**config.mk**
```make
export PLATFORM = sky130hd
export DESIGN_NAME = step_sequencer
export DESIGN_NICKNAME = d
export VERILOG_FILES = /design/src/rtl/step_sequencer.sv
export SDC_FILE = /design/constraint.sdc
export NUM_CORES = 1
export LEC_CHECK = 0
export CAP_MARGIN = 20
export CORE_AREA = 8 8 51 53
export DETAILED_ROUTE_END_ITERATION = 6
export DIE_AREA = 0 0 59 61
export PLACE_DENSITY = 0.84
export SLEW_MARGIN = 20
export SYNTH_ARGS = -nofsm -noshare
export SYNTH_HDL_FRONTEND = slang
export SYNTH_SLANG_ARGS = --single-unit
```
**constraint.sdc**
```tcl
create_clock -name clock -period 2.8 [get_ports clock]
set_input_delay 0.56 -clock clock [delete_from_list [all_inputs] [get_ports clock]]
set_output_delay 0.56 -clock clock [all_outputs]
set_load 0.1 [all_outputs]
```
**src/rtl/step_sequencer.sv**
```systemverilog
// Microcode step sequencer: one-hot step vector plus binary index, with jump-load,
// wrap/halt modes and a terminal-count pulse. Optional prescaler via STEP_SEQ_PRESCALE_EN.
module step_sequencer #(
  parameter  int STEPS    = 8,
  parameter  int PRESCALE = 4,
  localparam int SW       = $clog2(STEPS)
) (
  input  logic             clock,
  input  logic             reset,
  input  logic             enable,
  input  logic             restart,
  input  logic             load,
  input  logic [SW-1:0]    load_step,
  input  logic             wrap_mode,
  output logic [STEPS-1:0] step_onehot,
  output logic [SW-1:0]    step_index,
  output logic             last_step,
  output logic             tc_pulse,
  output logic             halted,
  output logic             load_err
);

  localparam int PW = (PRESCALE > 1) ? $clog2(PRESCALE) : 1;
`ifdef STEP_SEQ_PRESCALE_EN
  localparam int PS_DIV = PRESCALE;
`else
  // Divide-by-one: the counter never leaves zero, so every enabled cycle advances.
  localparam int PS_DIV = 1;
`endif

  localparam logic [PW-1:0]    PS_TERM = PW'(PS_DIV - 1);
  localparam logic [SW-1:0]    LAST    = SW'(STEPS - 1);
  localparam logic [SW:0]      NSTEPS  = (SW+1)'(STEPS);
  localparam logic [STEPS-1:0] ONEHOT0 = {{(STEPS-1){1'b0}}, 1'b1};

  typedef enum logic {S_RUN, S_HALTED} state_e;

  state_e           state_q, state_d;
  logic [SW-1:0]    step_q, step_d;
  logic [STEPS-1:0] onehot_q, onehot_d;
  logic             tc_q, tc_d;
  logic             err_q, err_d;
  logic [PW-1:0]    presc_q, presc_d;
  logic             load_ok;

  // Index is widened by one bit so non-power-of-two STEPS can flag out-of-range targets.
  assign load_ok = ({1'b0, load_step} < NSTEPS);

  always_comb begin
    state_d  = state_q;
    step_d   = step_q;
    onehot_d = onehot_q;
    tc_d     = 1'b0;
    err_d    = err_q;
    presc_d  = presc_q;
    if (restart) begin
      state_d  = S_RUN;
      step_d   = '0;
      onehot_d = ONEHOT0;
      presc_d  = '0;
    end else if (load) begin
      if (load_ok) begin
        state_d  = S_RUN;
        step_d   = load_step;
        onehot_d = ONEHOT0 << load_step;
        presc_d  = '0;
      end else begin
        err_d = 1'b1;
      end
    end else if (state_q == S_RUN && enable) begin
      if (presc_q == PS_TERM) begin
        presc_d = '0;
        if (step_q == LAST) begin
          tc_d = 1'b1;
          if (wrap_mode) begin
            step_d   = '0;
            onehot_d = ONEHOT0;
          end else begin
            state_d = S_HALTED;
          end
        end else begin
          step_d   = step_q + 1'b1;
          onehot_d = {onehot_q[STEPS-2:0], 1'b0};
        end
      end else begin
        presc_d = presc_q + 1'b1;
      end
    end
  end

  always_ff @(posedge clock) begin
    if (reset) begin
      state_q  <= S_RUN;
      step_q   <= '0;
      onehot_q <= ONEHOT0;
      tc_q     <= 1'b0;
      err_q    <= 1'b0;
      presc_q  <= '0;
    end else begin
      state_q  <= state_d;
      step_q   <= step_d;
      onehot_q <= onehot_d;
      tc_q     <= tc_d;
      err_q    <= err_d;
      presc_q  <= presc_d;
    end
  end

  assign step_onehot = onehot_q;
  assign step_index  = step_q;
  assign last_step   = (step_q == LAST);
  assign tc_pulse    = tc_q;
  assign halted      = (state_q == S_HALTED);
  assign load_err    = err_q;

endmodule

```
==> results of run 1 <==
area by class of cell:
cell class | count | area (µm²)
Clock buffer | 4 | 26.3
Inverter | 5 | 18.8
Multi-Input combinational cell | 68 | 514
Fill cell | 186 | 748
Tap cell | 27 | 33.8
Timing Repair Buffer | 24 | 200
Sequential cell | 15 | 300
flip-flops by register name, indices dropped and copies added (netlist names):
name	count
step_onehot	8
tc_pulse	1
step_index	3
presc_q	2
halted	1
worst max-delay path by stage:
stage / from / end / depth (start not counted)
2_1_floorplan: step_index[0] / step_onehot[1] / 6
3_3_place_gp: load / step_onehot[6] / 4
3_5_place_dp: load / step_onehot[3] / 4
4_1_cts: step_index[0] / last_step / 3
5_1_grt: step_index[0] / last_step / 3
6_report: step_index[0] / last_step / 3
worst max-delay path, stage by stage (launching register included):
cell and delay (ns):
dfxtp_1 0.40, ha_1 0.18, ha_2 0.31, buf_4 0.34
cell families (layout without fill, tap and decap cells):
group | after synthesis | in the layout | share of synthesized area
other | 1 | 1 | 0.00430
adder cells (fa/ha/maj) | 4 | 4 | 0.0574
multiplexers | 9 | 9 | 0.103
flip-flops | 15 | 15 | 0.344
buffers and inverters | 12 | 33 | 0.0689
AND/OR/NAND/NOR | 36 | 36 | 0.277
AO/OA/AOI/OAI | 18 | 18 | 0.145
metrics by stage:
stage | util | hold slack [ns] | std cells | setup slack (ns) | instance area, µm²
5_1_grt | 0.594 | 0.506 | 143 | 0.655 | 1090
6_report | 0.594 | 0.479 | 143 | 0.715 | 1090
2_1_floorplan | - | 0.498 | 95 | 0.0539 | 875
4_1_cts | 0.594 | 0.481 | 143 | 0.725 | 1090
3_3_place_gp | 0.579 | 0.451 | 139 | 0.779 | 1070
3_5_place_dp | 0.579 | 0.462 | 139 | 0.714 | 1070
per-layer routing:
metal | track usage | vias up | routed length, µm
met1 | 0.129 | 370 | 869
li1 | - | 388 | -
met4 | 0.0512 | 0 | 34
met5 | 0 | - | 0
met3 | 0.0445 | 3 | 149
met2 | 0.193 | 22 | 925
report_power, final:
| part | internal, µW | switching (µW) |
|---|---|---|
| combinational | 32.9 | 68.4 |
| sequential | 218 | 3.71 |
| clock | 55.5 | 70.4 |
cells in the mapped netlist, types with 2 or more instances:
master / count
nand2b_1: 2
a221oi_1: 2
buf_2: 3
nand2_1: 7
o21ai_0: 9
nor3b_1: 7
nor4bb_1: 3
a31oi_1: 3
and4b_1: 3
clkbuf_1: 2
nor2_1: 2
mux2i_1: 9
nor3_1: 3
dfxtp_1: 15
ha_1: 4
inv_1: 5
==> run metrics, run 1 <==
status=finished clean; core area=1840 µm²; unrepaired setup endpoints after global routing=false; Max Cap Viol=0; Via Count=approximately 780; antenna cells=0; largest net degree at the start of global routing=17; commonest non-fill, non-tap cell in the layout=buf_4; Final #Nets=130; Hold-fix buffers, CTS=0; Tot GR Track Use=0.116; post-synthesis async set-or-reset flop share=0; total power=approximately 450 µW; Post-synth EDFFs=0; most frequent cells in the layout=buf_4 (16), dfxtp_1 (15), o21ai_0 (9), mux2i_1 (9), clkdlybuf4s50_1 (8); share of cells above drive strength 1=0.207; register area share after synthesis=0.344; CP Capture Type=output port; Final Cycle Share=0.745; Power Density=410 nW/µm²; cells on worst reg2reg path=5; Root Driver=clkbuf_4; post-cts sizing count=0; CTS sink count=15; WP data required=2.24 ns; fin. max-slew vios=0; Worst EP arrival=1.53 ns; first-pass GRT wire length=roughly 3200 µm; Setup Fix Bufs, Post-CTS=0; number of synthesized register bits=15; fin crit period=about 2.1 ns; IO buf count=22; Initial DRC Count=13; die height=~60 µm; Synth Flop Type=dfxtp_1; row count=16; post-synthesis cell type count=32; vias in the first global route=between 700 and 800; Clk Latency, worst-skew pair=between 0.2 and 0.3 ns; worst vdd ir=0.337 mV; cell area after synthesis=~870 µm²; Via density=approximately 5.5; die area=~3600 µm²; Die Wd=59 µm; Crit Path Category=register to output port; worst r2r dst=step_onehot[1]; CTS Buffer Depth=2; setup TNS=0 ns; H-tree depth=1; Max Fclk=roughly 480 MHz; syn nets=108; reg2reg start=step_index[0]; final wirelength=slightly below 2000 µm; Detail Placement HPWL=roughly 1500 µm; Synth top area share=0.344; initial antenna violation count=0; Leak Pwr=0.000428 µW; synth top area cells=dfxtp_1 (34%), mux2i_1 (10%), nor3b_1 (6.0%), ha_1 (5.7%), o21ai_0 (5.2%); Hold Path Class=register to register; Crit Path Max Fanout=11; WL/cell=between 10 and 15 µm; antenna viol nets, final=0; hold wc startpoint=step_onehot[7]; R2R Setup Slk=between 1 and 1.5 ns; Syn-to-layout area delta=25.4%; total CTS buffers=3; post-synth top area cell=dfxtp_1; WHS Endpoint=step_onehot[7]; Initial Util=0.474; Mean Syn Cell Area=9.18 µm²; router iterations before antenna repair=4; Yosys warning total=0; CP startpoint kind=register; Syn Inst Count=95; gpl congestion=around 0.78; # setup viols final=0; DRC=0; Fin. Hold Viols=0; TritonCTS clock tree=done; Final Skew=~0.0046 ns; Remaining Overflow, GRT=0; IO Pins=24; Hold Path Depth=2; Clock transition at path regs=around 0.090 ns
No activity file was read; power rests on OpenSTA's default activity.
==> run 2: changes to the inputs <==
Settings changed: CORE_AREA 8 8 51 53 to 8 8 53 55, DIE_AREA 0 0 59 61 to 0 0 61 63, PLACE_DENSITY 0.84 to 0.78.
Clock period 2.8 ns to 2.12 ns, I/O delays scaled along.
==> run 2 against run 1 <==
  * Register-to-register slack got worse by 0.58 ns
  * Count of clock-buffer cells in the layout down 1
  * Largest cell class unchanged
  * Highest routed layer unchanged
  * Via count is 0.89% lower
  * Final cell count increased by 1.4%
==> run metrics, run 2 (synthesis results as in run 1) <==
Final Cycle Share=0.805; Worst EP arrival=1.28 ns (was 1.53 ns); Filler cells=201 (was 186); Clk Latency, worst-skew pair=0.29 ns (about the same); largest net degree at the start of global routing=17 (unchanged); Initial Util=0.423 (was 0.474); max FFs per register=8 (unchanged); status=finished clean (unchanged); delay-heaviest family, CP=adder cells (unchanged); gpl congestion=0.784 (about the same); Clock transition at path regs=0.10 ns (was 0.09 ns); most frequent cells in the layout=buf_4 (16), dfxtp_1 (12), o21ai_0 (9), mux2i_1 (9), clkdlybuf4s50_1 (8) (was buf_4 (16), dfxtp_1 (15), o21ai_0 (9), mux2i_1 (9), clkdlybuf4s50_1 (8)); final wirelength=1990 µm (was 1980 µm); core area=2060 µm² (was 1840 µm²); Setup Fix Bufs, Post-CTS=0 (unchanged); die height=63 µm (was 61 µm); share of cells above drive strength 1=0.248 (was 0.207); Root Driver=clkbuf_4 (unchanged); Die Wd=61 µm (was 59 µm); Initial DRC Count=14 (was 13); Final #Nets=131 (was 130); WL/cell=13.7 µm (was 13.8 µm); post-cts sizing count=0 (unchanged); WP data required=1.70 ns (was 2.24 ns); total power=593 µW (was 449 µW); Leak Pwr=0.000440 µW (was 0.000428 µW); CP startpoint kind=register (unchanged); # setup viols final=0 (unchanged); Syn-to-layout area delta=30.1% (was 25.4%); cells on worst reg2reg path=5 (unchanged); Remaining Overflow, GRT=0 (unchanged); buffering stage count on the worst path with inverters included=1 (unchanged); commonest non-fill, non-tap cell in the layout=buf_4 (unchanged); WHS Endpoint=step_onehot[4] (was step_onehot[7]); Crit Path Category=register to output port (unchanged); Power Density=523 nW/µm² (was 410 nW/µm²); CP Capture Type=output port (unchanged); Max stage delay cell, worst path=dfxtp_4 (was dfxtp_1); IO Pins=24 (unchanged); worst r2r dst=step_onehot[6] (was step_onehot[1]); setup TNS=0 ns (unchanged); die area=3840 µm² (was 3600 µm²); row count=17 (was 16); fin crit period=1.71 ns; IO buf count=22 (unchanged); Tot GR Track Use=0.111 (was 0.116); crit path cell chain=ha_1 > ha_4 > buf_12 (was ha_1 > ha_2 > buf_4); initial antenna violation count=0 (unchanged); Via density=5.35 (was 5.48); Crit Path Max Fanout=11 (unchanged); reg2reg start=step_index[0] (unchanged); Via Count=776 (was 783); DRC=0 (unchanged); Hold-fix buffers, CTS=0 (unchanged); R2R Setup Slk=0.47 ns (was 1.05 ns); H-tree depth=1 (unchanged); first-pass GRT wire length=3360 µm (was 3240 µm); CTS Buffer Depth=2 (unchanged); CP peak stage delay=0.37 ns (was 0.40 ns); Max Cap Viol=0 (unchanged); fin. max-slew vios=0 (unchanged); Detail Placement HPWL=1480 µm (about the same); Fin. Hold Viols=0 (unchanged); antenna viol nets, final=0 (unchanged); vias in the first global route=806 (was 765); Hold Path Depth=2 (unchanged); Hold Path Class=register to register (unchanged); CTS sink count=15 (unchanged); Max Fclk=slightly below 600 MHz; unrepaired setup endpoints after global routing=false (unchanged); antenna cells=0 (unchanged); hold wc startpoint=step_onehot[4] (was step_onehot[7]); Final Skew=0.0115 ns (was 0.00459 ns); router iterations before antenna repair=4 (unchanged); TritonCTS clock tree=done (unchanged); total CTS buffers=3 (unchanged); worst vdd ir=0.325 mV (was 0.337 mV)
run 2: cell types whose count changed in the layout (fill, tap and decap cells not counted):
cell	delta
buf_12	+1
clkinv_2	+1
ha_4	+1
dfxtp_1	-3
ha_2	-1
dfxtp_4	+2
clkbuf_1	-1
dfxtp_2	+1
run 2: cell type report:
type	instances	area, µm²	share of cell area
Clock inverter	1	5.00	0.00441
Multi-Input combinational cell	68	524	0.462
Inverter	5	18.8	0.0165
Timing Repair Buffer	25	220	0.194
Clock buffer	3	22.5	0.0198
Tap cell	28	35.0	0.0309
Sequential cell	15	309	0.272
run 2: worst register-to-register path, stage by stage (launching register included):
cell and delay, ns:
dfxtp_4 0.38, ha_1 0.19, ha_4 0.23, nand2b_1 0.17, a21oi_4 0.36, mux2i_1 0.26
run 2: report_power, final:
group	leakage [µW]	internal (µW)	switching (µW)
Combinational	0.000299	45.1	90.9
Sequential	0.000124	287	5.31
Clock	0.0000177	70.2	94.7
Total	0.000440	402	191
run 2: worst max path at each step:
stage	startpoint	end	slack (ns)	depth (start not counted)
finish	step_index[0]	last_step	0.41	3
detailed placement	load	step_onehot[6]	0.27	4
floorplan	step_index[0]	step_onehot[1]	0.08	6
global route	step_index[0]	step_onehot[1]	0.37	5
CTS	step_index[0]	last_step	0.40	3
global placement	enable	step_onehot[7]	0.37	4
run 2: per-stage QoR:
step / hold WS (ns) / area, µm² / util / setup slack [ns] / std cells
2_1_floorplan: 0.498 / 893 / - / 0.0783 / 95
3_3_place_gp: 0.456 / 1110 / 0.537 / 0.370 / 141
3_5_place_dp: 0.462 / 1110 / 0.537 / 0.270 / 141
4_1_cts: 0.480 / 1130 / 0.550 / 0.395 / 145
5_1_grt: 0.509 / 1130 / 0.550 / 0.366 / 145
6_report: 0.473 / 1130 / 0.550 / 0.414 / 145
run 2: per-layer routing:
layer	wire length, µm	share of wire	up-vias	GRT usage
li1	-	-	392	-
met1	922	0.46	356	0.122
met2	892	0.45	23	0.177
met3	140	0.070	5	0.0432
met4	33	0.017	0	0.0583
met5	0	0	-	0
==> run 3: changes to the inputs <==
Clock period 2.12 ns to 1.6 ns, I/O delays scaled along.
==> run 3 against run 2 <==
  * Non-clock buffer count rose by 6
  * Register-to-register slack worse by 0.32 ns
  * Largest cell class unchanged
  * Die area did not move
  * Power up 41%
  * Critical path type unchanged
  * Worst setup slack worse by 0.34 ns
  * Sequential share of layout area shrank 4.7 points
  * Global-route usage up 1.6 points
  * Critical path depth unchanged
  * Design area grew 22%
==> run metrics, run 3 (synthesis results as in run 1) <==
Worst EP arrival=1.20 ns (was 1.28 ns); router iterations before antenna repair=4 (unchanged); Clock power frac=0.274 (was 0.278); TritonCTS clock tree=done (unchanged); Crit Path Category=register to output port (unchanged); largest net degree at the start of global routing=17 (unchanged); fin. max-slew vios=0 (unchanged); CTS sink count=15 (unchanged); WP data required=1.28 ns (was 1.70 ns); Critical path origin=step_index[0] (unchanged); reg2reg start=presc_q[1] (was step_index[0]); Worst path depth=3 (unchanged); Power Density=604 nW/µm² (was 523 nW/µm²); R2R Setup Slk=0.15 ns (was 0.47 ns); row count=17 (unchanged); status=finished clean (unchanged); Clk Latency, worst-skew pair=0.29 ns (about the same); combinational share of power=0.258 (was 0.229); vias in the first global route=860 (was 806); fin crit period=between 1.5 and 2 ns; final instance area=1390 µm² (was 1130 µm²); worst hold slack=0.516 ns (was 0.473 ns); WL/cell=15.0 µm (was 13.7 µm); switching portion of total power=0.323 (was 0.322); Remaining Overflow, GRT=0 (unchanged); fin util=0.672 (was 0.550); initial antenna violation count=0 (unchanged); die area=3840 µm² (unchanged); fin cells=151 (was 145); CP peak stage delay=0.40 ns (was 0.37 ns); unrepaired setup endpoints after global routing=false (unchanged); Initial DRC Count=12 (was 14); IO Pins=24 (unchanged); Final #Nets=137 (was 131); total CTS buffers=3 (unchanged); pre-CTS setup slack=-0.0677 ns (was 0.270 ns); # setup viols final=0 (unchanged); Via Count=815 (was 776); Filler cells=166 (was 201); Max Fclk=between 600 and 700 MHz; Root Driver=clkbuf_4 (unchanged); sequential share of power=0.468 (was 0.493); Worst Slack Setup Final=0.0776 ns (was 0.414 ns); DP Cell Count=145 (was 141); share of cells above drive strength 1=0.317 (was 0.248); Syn-to-layout area delta=59.0% (was 30.1%); cells on worst reg2reg path=5 (unchanged); Max Cap Viol=0 (unchanged); Net Switching=270 µW (was 191 µW); Fin. Hold Viols=0 (unchanged); Hold Path Class=register to register (unchanged); first-pass GRT wire length=3860 µm (was 3360 µm); Crit Path Max Fanout=6 (was 11); flip-flop and latch area=313 µm² (was 309 µm²); multi-input logic area=553 µm² (was 524 µm²); gpl congestion=0.818 (was 0.784); final wirelength=2260 µm (was 1990 µm); IO buf count=22 (unchanged); DRC=0 (unchanged); most used cell, CP=ha_4; Leak Pwr=0.000517 µW (was 0.000440 µW); worst vdd ir=0.520 mV (was 0.325 mV); Die Wd=61 µm (unchanged); Via density=5.40 (was 5.35); most frequent cells in the layout=buf_12 (15), dfxtp_1 (11), o21ai_0 (9), mux2i_1 (9) (was buf_4 (16), dfxtp_1 (12), o21ai_0 (9), mux2i_1 (9), clkdlybuf4s50_1 (8)); commonest non-fill, non-tap cell in the layout=buf_12 (was buf_4); CTS Buffer Depth=2 (unchanged); buffering stage count on the worst path with inverters included=1 (unchanged); H-tree depth=1 (unchanged); Critical path destination=last_step (unchanged); Clock transition at path regs=0.10 ns (about the same); antenna cells=0 (unchanged); Final Skew=0.00150 ns (was 0.0115 ns); crit path cell chain=ha_4 > ha_4 > buf_12 (was ha_1 > ha_4 > buf_12); Detail Placement HPWL=1720 µm (was 1480 µm); P_int=567 µW (was 402 µW); Placed Area=1340 µm² (was 1110 µm²); CP Capture Type=output port (unchanged); Final Cycle Share=0.952; die height=63 µm (unchanged); delay-heaviest family, CP=flip-flops (was adder cells); max FFs per register=8 (unchanged); Max stage delay cell, worst path=dfxtp_4 (unchanged); CP startpoint kind=register (unchanged); core area=2060 µm² (unchanged); Tot GR Track Use=0.127 (was 0.111); antenna viol nets, final=0 (unchanged); Initial Util=0.423 (unchanged); worst r2r dst=step_index[0] (was step_onehot[6])
==> run 3: layout make-up <==
cell class	instances	share of cell area
sequential	15	0.226
tap	28	0.0253
inverter	5	0.0135
timing repair buffer	31	0.318
multi-input combinational	68	0.399
clock buffer	4	0.0190
==> run 3: worst min-delay path by stage <==
stage                     endpoint  slack [ns]      startpoint  depth (start not counted)
floorplan            step_index[1]        0.46    load_step[1]                          2
global placement    step_onehot[7]        0.49  step_onehot[7]                          2
detailed placement  step_onehot[4]        0.51  step_onehot[4]                          2
CTS                 step_onehot[4]        0.52  step_onehot[4]                          2
global route        step_onehot[4]        0.55  step_onehot[4]                          2
finish              step_onehot[4]        0.52  step_onehot[4]                          2
==> run 3: timing repair <==
item                       4_1_cts  5_1_grt
resized for setup                0        1
buffers inserted                 0        2
hold buffers                     0        0
setup endpoints to repair        0        2
==> run 3: tightest hold or removal path, stage by stage, from the launching register on <==
cell	delay, ns
dfxtp_1	0.35
nand2_1	0.07
mux2i_1	0.05
==> run 3: layer usage <==
layer | wire, µm | vias up | GRT usage | part of all wire
li1 | - | 403 | - | -
met1 | 888 | 386 | 0.138 | 0.39
met2 | 1230 | 22 | 0.224 | 0.54
met3 | 112 | 4 | 0.0288 | 0.050
met4 | 31 | 0 | 0.0525 | 0.014
met5 | 0 | - | 0 | 0
==> run 3: metrics by stage <==
stage / power [µW] / setup TNS, ns
global route: 866 / 0
detailed placement: 614 / -0.366
CTS: 836 / 0
global placement: 610 / -0.0646
finish: 837 / 0
floorplan: 525 / -2.64
==> run 3: power groups by stage <==
stage / Combinational, µW / Clock [µW] / Sequential (µW)
after floorplan: 71.8 / 0 / 454
after global placement: 209 / 0 / 400
after detailed placement: 213 / 0 / 401
after CTS: 214 / 230 / 392
after global routing: 228 / 245 / 393
final: 216 / 229 / 392
